File: src/rtl/riscv_lsu_pkg.sv
// riscv_lsu shared definitions.
// funct3 encodings, FSM states and default widths.
package riscv_lsu_pkg;

   localparam int LSU_MEM_AW = 13;
   localparam int LSU_XLEN   = 32;

   localparam logic [2:0] F3_B  = 3'b000;
   localparam logic [2:0] F3_H  = 3'b001;
   localparam logic [2:0] F3_W  = 3'b010;
   localparam logic [2:0] F3_BU = 3'b100;
   localparam logic [2:0] F3_HU = 3'b101;

   typedef enum logic [2:0] {
      S_IDLE,
      S_FAULT,
      S_LD_RD,
      S_LD_RESP,
      S_ST_WR,
      S_RMW_RD,
      S_RMW_WR
   } lsu_state_e;

endpackage

File: src/rtl/riscv_lsu_lane.sv
// riscv_lsu lane alignment.
// Load lane extract/extend and sub-word store merge.
module lsu_lane_align
   import riscv_lsu_pkg::*;
#(
   parameter int XLEN = LSU_XLEN
) (
   input  logic [2:0]      funct3_i,
   input  logic [1:0]      off_i,
   input  logic [XLEN-1:0] rdata_i,
   input  logic [15:0]     wdata_i,
   output logic [XLEN-1:0] ld_data_o,
   output logic [XLEN-1:0] st_data_o
);

   logic [7:0]  byte_s;
   logic [15:0] half_s;

   // pick the addressed byte and halfword lanes
   always_comb begin
      byte_s = rdata_i[{off_i, 3'b000} +: 8];
      half_s = rdata_i[{off_i[1], 4'b0000} +: 16];
   end

   // extend the selected lane for the load response
   always_comb begin
      unique case (funct3_i)
         F3_B:    ld_data_o = {{(XLEN-8){byte_s[7]}}, byte_s};
         F3_BU:   ld_data_o = {{(XLEN-8){1'b0}}, byte_s};
         F3_H:    ld_data_o = {{(XLEN-16){half_s[15]}}, half_s};
         F3_HU:   ld_data_o = {{(XLEN-16){1'b0}}, half_s};
         default: ld_data_o = rdata_i;
      endcase
   end

   // replace only the target lane of the old word
   always_comb begin
      st_data_o = rdata_i;
      if (funct3_i == F3_B)
         st_data_o[{off_i, 3'b000} +: 8] = wdata_i[7:0];
      else if (funct3_i == F3_H)
         st_data_o[{off_i[1], 4'b0000} +: 16] = wdata_i;
   end

endmodule

File: src/rtl/riscv_lsu.sv
// riscv_lsu: RV32I load/store unit.
// Word memory initiator with RMW for SB/SH.
module riscv_lsu
   import riscv_lsu_pkg::*;
#(
   parameter int MEM_AW = LSU_MEM_AW,
   parameter int XLEN   = LSU_XLEN
) (
   input  logic              clk,
   input  logic              reset,
   input  logic              req_valid,
   output logic              req_ready,
   input  logic              req_store,
   input  logic [2:0]        req_funct3,
   input  logic [XLEN-1:0]   req_addr,
   input  logic [XLEN-1:0]   req_wdata,
   output logic              resp_valid,
   output logic [XLEN-1:0]   resp_rdata,
   output logic              resp_fault,
   output logic [MEM_AW-1:0] mem_addr,
   output logic [XLEN-1:0]   mem_wdata,
   output logic              mem_re,
   output logic              mem_we,
   input  logic [XLEN-1:0]   mem_rdata
);

   lsu_state_e          state_q;
   logic                store_q;
   logic [2:0]          f3_q;
   logic [MEM_AW+1:0]   addr_q;
   logic [XLEN-1:0]     wdata_q;

   logic                mis, oor, ill, acc_fault;
   logic [XLEN-1:0]     ld_data, st_data;

   // request checks evaluated at accept time
   always_comb begin
      mis = (req_funct3[1:0] == 2'b01 && req_addr[0]) ||
            (req_funct3[1:0] == 2'b10 && req_addr[1:0] != 2'b00);
      oor = |req_addr[XLEN-1:MEM_AW+2];
      unique case (req_funct3)
         F3_B, F3_H, F3_W: ill = 1'b0;
         F3_BU, F3_HU:     ill = req_store;
         default:          ill = 1'b1;
      endcase
      acc_fault = mis | oor | ill;
   end

   // FSM and latched request
   always_ff @(posedge clk) begin
      if (reset) begin
         state_q <= S_IDLE;
         store_q <= 1'b0;
         f3_q    <= 3'b000;
         addr_q  <= '0;
         wdata_q <= '0;
      end else begin
         unique case (state_q)
            S_IDLE: begin
               if (req_valid) begin
                  store_q <= req_store;
                  f3_q    <= req_funct3;
                  addr_q  <= req_addr[MEM_AW+1:0];
                  wdata_q <= req_wdata;
                  if (acc_fault)
                     state_q <= S_FAULT;
                  else if (!req_store)
                     state_q <= S_LD_RD;
                  else if (req_funct3 == F3_W)
                     state_q <= S_ST_WR;
                  else
                     state_q <= S_RMW_RD;
               end
            end
            S_LD_RD:  state_q <= S_LD_RESP;
            S_RMW_RD: state_q <= S_RMW_WR;
            default:  state_q <= S_IDLE;
         endcase
      end
   end

   lsu_lane_align #(.XLEN(XLEN)) u_align (
      .funct3_i  (f3_q),
      .off_i     (addr_q[1:0]),
      .rdata_i   (mem_rdata),
      .wdata_i   (wdata_q[15:0]),
      .ld_data_o (ld_data),
      .st_data_o (st_data)
   );

   // outputs decoded from state and latched request only
   always_comb begin
      req_ready  = 1'b0;
      resp_valid = 1'b0;
      resp_fault = 1'b0;
      resp_rdata = '0;
      mem_addr   = '0;
      mem_wdata  = '0;
      mem_re     = 1'b0;
      mem_we     = 1'b0;
      unique case (state_q)
         S_IDLE: req_ready = 1'b1;
         S_FAULT: begin
            resp_valid = 1'b1;
            resp_fault = 1'b1;
         end
         S_LD_RD: begin
            mem_addr = addr_q[MEM_AW+1:2];
            mem_re   = 1'b1;
         end
         S_LD_RESP: begin
            mem_addr   = addr_q[MEM_AW+1:2];
            resp_valid = 1'b1;
            resp_rdata = store_q ? '0 : ld_data;
         end
         S_ST_WR: begin
            mem_addr   = addr_q[MEM_AW+1:2];
            mem_we     = 1'b1;
            mem_wdata  = wdata_q;
            resp_valid = 1'b1;
         end
         S_RMW_RD: begin
            mem_addr = addr_q[MEM_AW+1:2];
            mem_re   = 1'b1;
         end
         S_RMW_WR: begin
            mem_addr   = addr_q[MEM_AW+1:2];
            mem_we     = 1'b1;
            mem_wdata  = st_data;
            resp_valid = 1'b1;
         end
         default: ;
      endcase
   end

endmodule

File: config.mk
export PLATFORM = sky130hd
export DESIGN_NAME = riscv_lsu
export DESIGN_NICKNAME = d
export VERILOG_FILES = /design/src/rtl/riscv_lsu_pkg.sv /design/src/rtl/riscv_lsu_lane.sv /design/src/rtl/riscv_lsu.sv
export SDC_FILE = /design/constraint.sdc
export NUM_CORES = 1
export LEC_CHECK = 0
export ABC_AREA = 1
export ABC_CLOCK_PERIOD_IN_PS = 4180
export CORE_MARGIN = 1
export CORE_UTILIZATION = 40
export CTS_CLUSTER_DIAMETER = 100
export DETAILED_ROUTE_END_ITERATION = 7
export PLACE_DENSITY = 0.72
export SYNTH_ARGS = -nofsm -noshare
export SYNTH_HDL_FRONTEND = slang
export SYNTH_SLANG_ARGS = --single-unit
File: constraint.sdc
create_clock -name clk -period 4.18 [get_ports clk]
set_clock_uncertainty 0.1 [all_clocks]
set_input_delay 1.254 -clock clk [delete_from_list [all_inputs] [get_ports clk]]
set_output_delay 1.254 -clock clk [all_outputs]
set_load 0.01 [all_outputs]
==> results.tsv <==
metric	value	unit
register_area_share_after_synthesis	20.6	%
achievable-frequency	244	MHz
synth_area	5250	um^2
cts-hold-fix-buffers	0	
worstPathCellList	dlygate4sd2_1 > nand2_1 > nand3_1 > nor2_1 > nor2_1 > nand2_1 > a21oi_1 > clkdlybuf4s50_1	
final_period_minus_worst_setup_slack	4.11	ns
post-place-cells	1375	
timing.critical_path.slowest_stage_cell	sky130_fd_sc_hd__clkdlybuf4s50_1	
gpl.final_weighted_congestion	0.922	
peakVddDrop	207	uV
p_leak	0.00377	uW
die_width	117	um
fp.coreArea	12700	um^2
synth_instances	1013	
stages_on_the_worst_setup_path	8	
design.die.area	13600	um^2
grt_use_met2	50.6	%
antenna_violations_before_repair	1	
tns	0	ns
grt.total_usage	31.6	%
drcViolationCount	0	
drtAntennaViolNets	0	
clock_tree.buffer_depth	2	
final_cell_count_no_fill	1386	
maxSlewViolCount	0	
layout_worst_path_cycle_share	98.2	%
postSynthNetCount	1122	
crit_path_end_kind	primary output	
post_drt_wl_per_cell	15.4	um
hold_violations	0	
tightest_slew	0.961	ns
grt.met3_usage	5.76	%
final_common_cell	sky130_fd_sc_hd__nand2_1	
busiest_layer	met2	
clk_pin_slew	0.06	ns
finalNetCount	1322	
drtIter0Drc	624	
tritoncts	yes	
floorplan.rows	41	
ctsRootBufferMaster	sky130_fd_sc_hd__clkbuf_16	
yosysWarningCount	0	
overall_overflow_remaining_after_global_route	0	
grt_max_degree	69	
start_kind	primary input	
via_per_inst	5.22	
worstPathRequired	2.83	ns
numPortBuffers	184	
critical_path.max_stage_delay	0.58	ns
final_cell_mix	sky130_fd_sc_hd__nand2_1 (357), sky130_fd_sc_hd__a21oi_1 (117), sky130_fd_sc_hd__clkdlybuf4s50_1 (117)	
synthDistinctLibCells	28	
synthesis.area_per_instance	5.18	um^2
outcome	completed	
cap_violations	0	
min_path_type	flip-flop to flip-flop	
clock_h_tree_levels	2	
yosys_register_bits	54	
flow.area_growth_from_synthesis	47.9	%
maxSlewHeadroom	35.9	%
setup_viol_count_final	0	
power.density	230	nW/um^2
floorplan.die.height	117	um
worst_hold_path.num_cells	2	
grt_pass1_vias	6452	
drt_wl_total	21400	um
io-pin-count	185	
grt.met1_usage	41.7	%
detailedPlacementHpwl	15900	um
cell_family_with_most_cp_delay	buffers and inverters	
num_vias	7233	
reg2reg_setup_slack	1.97	ns
cp_max_fo	4	
critical_path_buf_inv_count	2	
post_route_cells_drive_above_1_share	10.1	%
worst_r2r_path_depth	8	
finalHoldWorstSlack	0.353	ns
arrival	2.75	ns
drtPass1Iterations	5	
starting_density_of_the_core	41.2	%
tritoncts.num_buffers	5	
first_pass_grt_wire_length	32900	um
clock_latency_reported_for_the_late_side_of_the_worst_skew_pair	0.30	ns
critical_path_class	primary input to primary output	
clock_sink_count	54	
[sequential cells by signal (all words and copies together), names as in the netlist]
| register | flops |
|---|---|
| wdata_q | 32 |
| state_q | 3 |
| store_q | 1 |
| f3_q | 3 |
| addr_q | 15 |
[synth_stat cells]
master / count / share of area (%)
sky130_fd_sc_hd__dfxtp_1: 54 / 21
sky130_fd_sc_hd__a21boi_0: 1 / 0.14
sky130_fd_sc_hd__a21oi_1: 119 / 11
sky130_fd_sc_hd__nand3b_1: 1 / 0.14
sky130_fd_sc_hd__nand2_2: 3 / 0.36
sky130_fd_sc_hd__nand4_1: 8 / 0.95
sky130_fd_sc_hd__o21ai_0: 71 / 6.8
sky130_fd_sc_hd__nor2_2: 12 / 1.4
sky130_fd_sc_hd__nand2_1: 358 / 26
sky130_fd_sc_hd__o21a_1: 1 / 0.14
sky130_fd_sc_hd__a31oi_1: 1 / 0.12
sky130_fd_sc_hd__or2_2: 1 / 0.12
sky130_fd_sc_hd__buf_6: 1 / 0.21
sky130_fd_sc_hd__o211ai_1: 4 / 0.57
sky130_fd_sc_hd__nor3_1: 3 / 0.29
sky130_fd_sc_hd__o22ai_1: 2 / 0.24
sky130_fd_sc_hd__nor2_1: 98 / 7.0
sky130_fd_sc_hd__a211oi_1: 2 / 0.29
sky130_fd_sc_hd__clkbuf_1: 39 / 2.8
sky130_fd_sc_hd__buf_2: 16 / 1.5
sky130_fd_sc_hd__nand3_1: 88 / 8.4
sky130_fd_sc_hd__nand3_2: 1 / 0.19
sky130_fd_sc_hd__or2_0: 1 / 0.12
sky130_fd_sc_hd__o221ai_1: 5 / 0.83
sky130_fd_sc_hd__buf_1: 8 / 0.57
sky130_fd_sc_hd__ha_1: 6 / 1.4
sky130_fd_sc_hd__inv_2: 4 / 0.29
sky130_fd_sc_hd__inv_1: 105 / 7.5
[stage by stage]
stage / cell area [um^2] / power [uW] / utilization, % / worst slack, ns
finish: 7760 / 1790 / 61.0 / 0.0748
global route: 7760 / 1880 / 61.0 / -0.0143
CTS: 7740 / 1770 / 60.9 / 0.00627
detailed placement: 7620 / 1290 / 59.9 / -0.485
global placement: 7620 / 1290 / 59.9 / -0.427
floorplan: 5250 / 996 / - / 0.707
[layout make-up]
cell class | count | area [um^2]
Fill cell | 1369 | 4960
Multi-Input combinational cell | 786 | 3520
Timing Repair Buffer | 257 | 2360
Sequential cell | 54 | 1080
Inverter | 109 | 413
Tap cell | 172 | 215
Clock buffer | 6 | 139
Clock inverter | 1 | 30.0
Antenna cell | 1 | 2.50
[worst reg2reg max path, cell delays in order (launching register included)]
cell and delay [ns]:
sky130_fd_sc_hd__dfxtp_1 0.35, sky130_fd_sc_hd__inv_1 0.16, sky130_fd_sc_hd__nand2_1 0.11, sky130_fd_sc_hd__nor2_1 0.19, sky130_fd_sc_hd__buf_4 0.30, sky130_fd_sc_hd__nand2_2 0.27
sky130_fd_sc_hd__buf_12 0.28, sky130_fd_sc_hd__o21ai_0 0.29, sky130_fd_sc_hd__a21oi_1 0.06
[final timing paths]
path                  from       endpoint
max          mem_rdata[27]  mem_wdata[27]
min             addr_q[11]     addr_q[11]
max reg2reg     state_q[2]     wdata_q[7]
min reg2reg     addr_q[11]     addr_q[11]
[logic make-up (layout without fill, tap and decap cells)]
kind of cell	count (synthesis)	in the layout	share of synthesized area (%)
AO/OA/AOI/OAI	206	206	20.5
adder cells (fa/ha/maj)	6	6	1.43
buffers and inverters	173	373	12.9
flip-flops	54	54	20.6
other	0	1	0
AND/OR/NAND/NOR	574	574	44.6
[per-layer routing]
metal  share of wire (%)  routed length [um]
met5                   0                   0
met1                  42                8980
met4                 3.9                 831
met3                 9.8                2090
met2                  44                9490
[timing repair]
action,in CTS,in global routing
buffers inserted,2,1
gates resized for setup,96,14
pin swaps,0,1
endpoints found under the setup margin,64,35
[power breakdown]
part,switching (uW),internal [uW]
clock,188,296
combinational,425,285
sequential,36.6,557
Power figures use the tool's default switching activity.
==> variant 1: new RTL, same settings <==
Set the package constant `LSU_XLEN` to 64 (it was 32).
--- a/src/rtl/riscv_lsu_pkg.sv
+++ b/src/rtl/riscv_lsu_pkg.sv
@@ -4,5 +4,5 @@
 
    localparam int LSU_MEM_AW = 13;
-   localparam int LSU_XLEN   = 32;
+   localparam int LSU_XLEN   = 64;
 
    localparam logic [2:0] F3_B  = 3'b000;
Interface: changed (5 resized); port bits go from 185 to 345. The function was not compared with the original's and may differ.
==> variant 1 against the original RTL <==
Die area rose by 29%; sequential share of layout area is 1.5 points higher; design area is 44% higher; setup slack got worse by 0.063 ns; register-to-register slack worse by 0.41 ns; area after synthesis rose by 30%; clock power rose by 58%; global-route usage grew 1.9 points; total power grew 37%; wire length grew 39%; utilization rose by 5.9 points; sequential cell count is 32 higher; critical path type unchanged.
==> variant 1: results <==
{
  "status": "finished clean",
  "dp.final_hpwl_um": 21700,
  "first_pass_iters": 6,
  "grt_usage": 0.335,
  "dp.cells": 1671,
  "antennaDiodeCount": 0,
  "wl_um": 29800,
  "cts_buffers": 9,
  "post-place-ws_ns": -0.549,
  "synth-seq-area-share": 0.252,
  "drive_above_1_share": 0.133,
  "cp_max_fo": 2,
  "r2r_end": "store_q",
  "synth_mux_area_frac": 0.00330,
  "hold-path-endpoint": "addr_q[13]",
  "antenna_found_initial": 0,
  "htree_levels": 3,
  "vias": 9193,
  "ys_top_cells_by_count": "nand2_1, a21oi_1, nand3_1",
  "fill_cells": 1575,
  "whs_ns": 0.352,
  "final_cell_area_sq_um": 11100,
  "slowest_delay_ns": 0.50,
  "r2r_cells": 7,
  "seq_cell_count": 86,
  "ir_drop_mv": 0.186,
  "worstMarginPinSlew_ns": 1.08,
  "clkLatencyLatePin_ns": 0.35,
  "rows": 47,
  "wl_per_cell_um": 17.5,
  "layout.nonclk_buf_frac": 0.366,
  "timing.reg2reg.setup_slack_ns": 1.56,
  "endpoint": "resp_rdata[1]",
  "timing.fmax_ghz": 0.240,
  "ys_types": 31
}
==> variant 1: cell count changes after synthesis, sizes merged, moves of 19 or more <==
cell,unedited run,this run
a21oi,119,160
dfxtp,54,86
inv,109,78
nand2,361,290
nand3,89,161
nor2,110,157
o211ai,4,25
o21ai,71,27
o221ai,5,24
==> variant 1: power by group <==
group	switching (W)	leakage [nW]	internal (W)
logic	0.000412	3.88	0.000353
registers	0.0000493	0.709	0.000879
clock network	0.000360	0.128	0.000404
total	0.000821	4.72	0.00164
==> variant 1: per-layer routing <==
layer	vias to the layer above	GRT usage	wire (um)
met4	0	0.140	1030
met5	-	0	0
met2	474	0.560	14100
met1	4182	0.416	12100
li1	4474	-	-
met3	63	0.0697	2580
==> variant 1: what timing repair did <==
item                                    4_1_cts  5_1_grt
cloned                                        5        0
hold endpoints to repair                      0        0
pin swaps                                     7        6
buffers inserted                              5        5
endpoints found under the setup margin       85       49
resized for setup                           206       25
==> variant 2: new RTL, same flow settings <==
Without the edit above. Re-encode `lsu_state_e` (7 states) as one-hot, 7 bits wide.
--- a/src/rtl/riscv_lsu_pkg.sv
+++ b/src/rtl/riscv_lsu_pkg.sv
@@ -12,12 +12,12 @@
    localparam logic [2:0] F3_HU = 3'b101;
 
-   typedef enum logic [2:0] {
-      S_IDLE,
-      S_FAULT,
-      S_LD_RD,
-      S_LD_RESP,
-      S_ST_WR,
-      S_RMW_RD,
-      S_RMW_WR
+   typedef enum logic [6:0] {
+      S_IDLE    = 7'b0000001,
+      S_FAULT   = 7'b0000010,
+      S_LD_RD   = 7'b0000100,
+      S_LD_RESP = 7'b0001000,
+      S_ST_WR   = 7'b0010000,
+      S_RMW_RD  = 7'b0100000,
+      S_RMW_WR  = 7'b1000000
    } lsu_state_e;
 
Formal check against the unedited RTL: no difference found for any inputs over 10 cycles, from zero or initial values and one cycle with reset high; not proved beyond that.
==> variant 2 against the original RTL <==
Sequential power increased by 9.9%; largest power group is now the clock network; design area increased by 0.89%; area after synthesis rose by 2.7%; wire length fell by 9.4%; sequential cell count is 4 higher; combinational power fell by 3.4%; register-to-register slack gained 0.23 ns; maximum frequency decreased by 0.76%; total power grew 16%; count of clock-buffer cells in the layout up 7; setup slack lost 0.031 ns; non-clock buffer count decreased by 33; utilization is 1.6 points lower.
==> variant 2: results <==
{
  "dp.final_hpwl_um": 13900,
  "fill_cells": 1385,
  "multi_input_area_sq_um": 3500,
  "multi_input_cells": 840,
  "syn_avg_cell_area_sq_um": 5.06,
  "antennaDiodeCount": 0,
  "ys_seq_elements": 58,
  "r2r_cells": 7,
  "clkLatencyLatePin_ns": 0.34,
  "ir_drop_mv": 0.194,
  "htree_levels": 3,
  "worstMarginPinSlew_ns": 0.659,
  "vias": 6843,
  "clock_buffers": 13,
  "buffers": 224,
  "ys_top_cells_by_count": "nand2_1, nor2_1, inv_1",
  "die-width_um": 118,
  "drive_above_1_share": 0.0762,
  "first_pass_iters": 7,
  "first_global_vias": 6275,
  "cp_max_fo": 6,
  "layout.nonclk_buf_frac": 0.279,
  "synthTopCellsByArea": "nand2_1, dfxtp_1, nor2_1",
  "gp_congestion": 0.931,
  "clk_share": 0.0385,
  "fin_nets": 1363,
  "inv_count": 122,
  "cts_resized": 44,
  "hp-start": "wdata_q[27]",
  "synth-seq-area-share": 0.215,
  "min_delay_path_depth": 4,
  "worstPathArrival_ns": 2.78,
  "timing.reg2reg.setup_slack_ns": 2.20,
  "status": "finished clean",
  "synth_fp_nets": 1173,
  "grt_max_degree": 62
}
## variant 2: critical path, cell delays in order
cell and delay, ns:
clkdlybuf4s50_1 0.42, inv_1 0.09, nand2_1 0.08, nand3_2 0.09
nand2_2 0.08, nand2_4 0.11, nand3_4 0.13, buf_4 0.17
nand2_1 0.05, inv_1 0.03, dlygate4sd2_1 0.27
## variant 2: where the power goes
group | internal [W] | switching, W | total [W]
clock | 0.000465 | 0.000267 | 0.000732
sequential | 0.000605 | 0.0000478 | 0.000653
combinational | 0.000284 | 0.000403 | 0.000686
## variant 2: worst max-delay path by stage
stage	startpoint	end	slack [ns]	depth (start not counted)
after floorplan	mem_rdata[15]	resp_rdata[21]	0.85	9
after global placement	mem_rdata[15]	resp_rdata[25]	-0.23	10
after global routing	mem_rdata[23]	resp_rdata[18]	-0.07	11
after detailed placement	mem_rdata[15]	resp_rdata[25]	-0.25	8
final	mem_rdata[23]	resp_rdata[26]	0.04	11
after CTS	mem_rdata[12]	mem_wdata[12]	0.005	8
## variant 2: cell families (layout without fill, tap and decap cells)
group           count (synthesis)  after routing  synth area share
flops                          58             58             0.215
fa+ha+maj                       5              5            0.0116
simple gates                  797            798             0.596
buf+inv                       168            362             0.141
compound gates                 37             37            0.0362
## variant 2: through the flow
stage	total power (W)	setup TNS (ns)	setup slack, ns
after floorplan	0.00107	0	0.848
after global placement	0.00130	-5.05	-0.230
after detailed placement	0.00131	-5.80	-0.253
after CTS	0.00206	0	0.00487
after global routing	0.00219	-0.535	-0.0706
final	0.00207	0	0.0434
## variant 2: layer usage
layer	wire length [um]	GRT usage	share of wire
met2	8640	0.447	0.45
met3	1850	0.0664	0.095
met5	0	0	0
met4	416	0.106	0.021
met1	8470	0.369	0.44
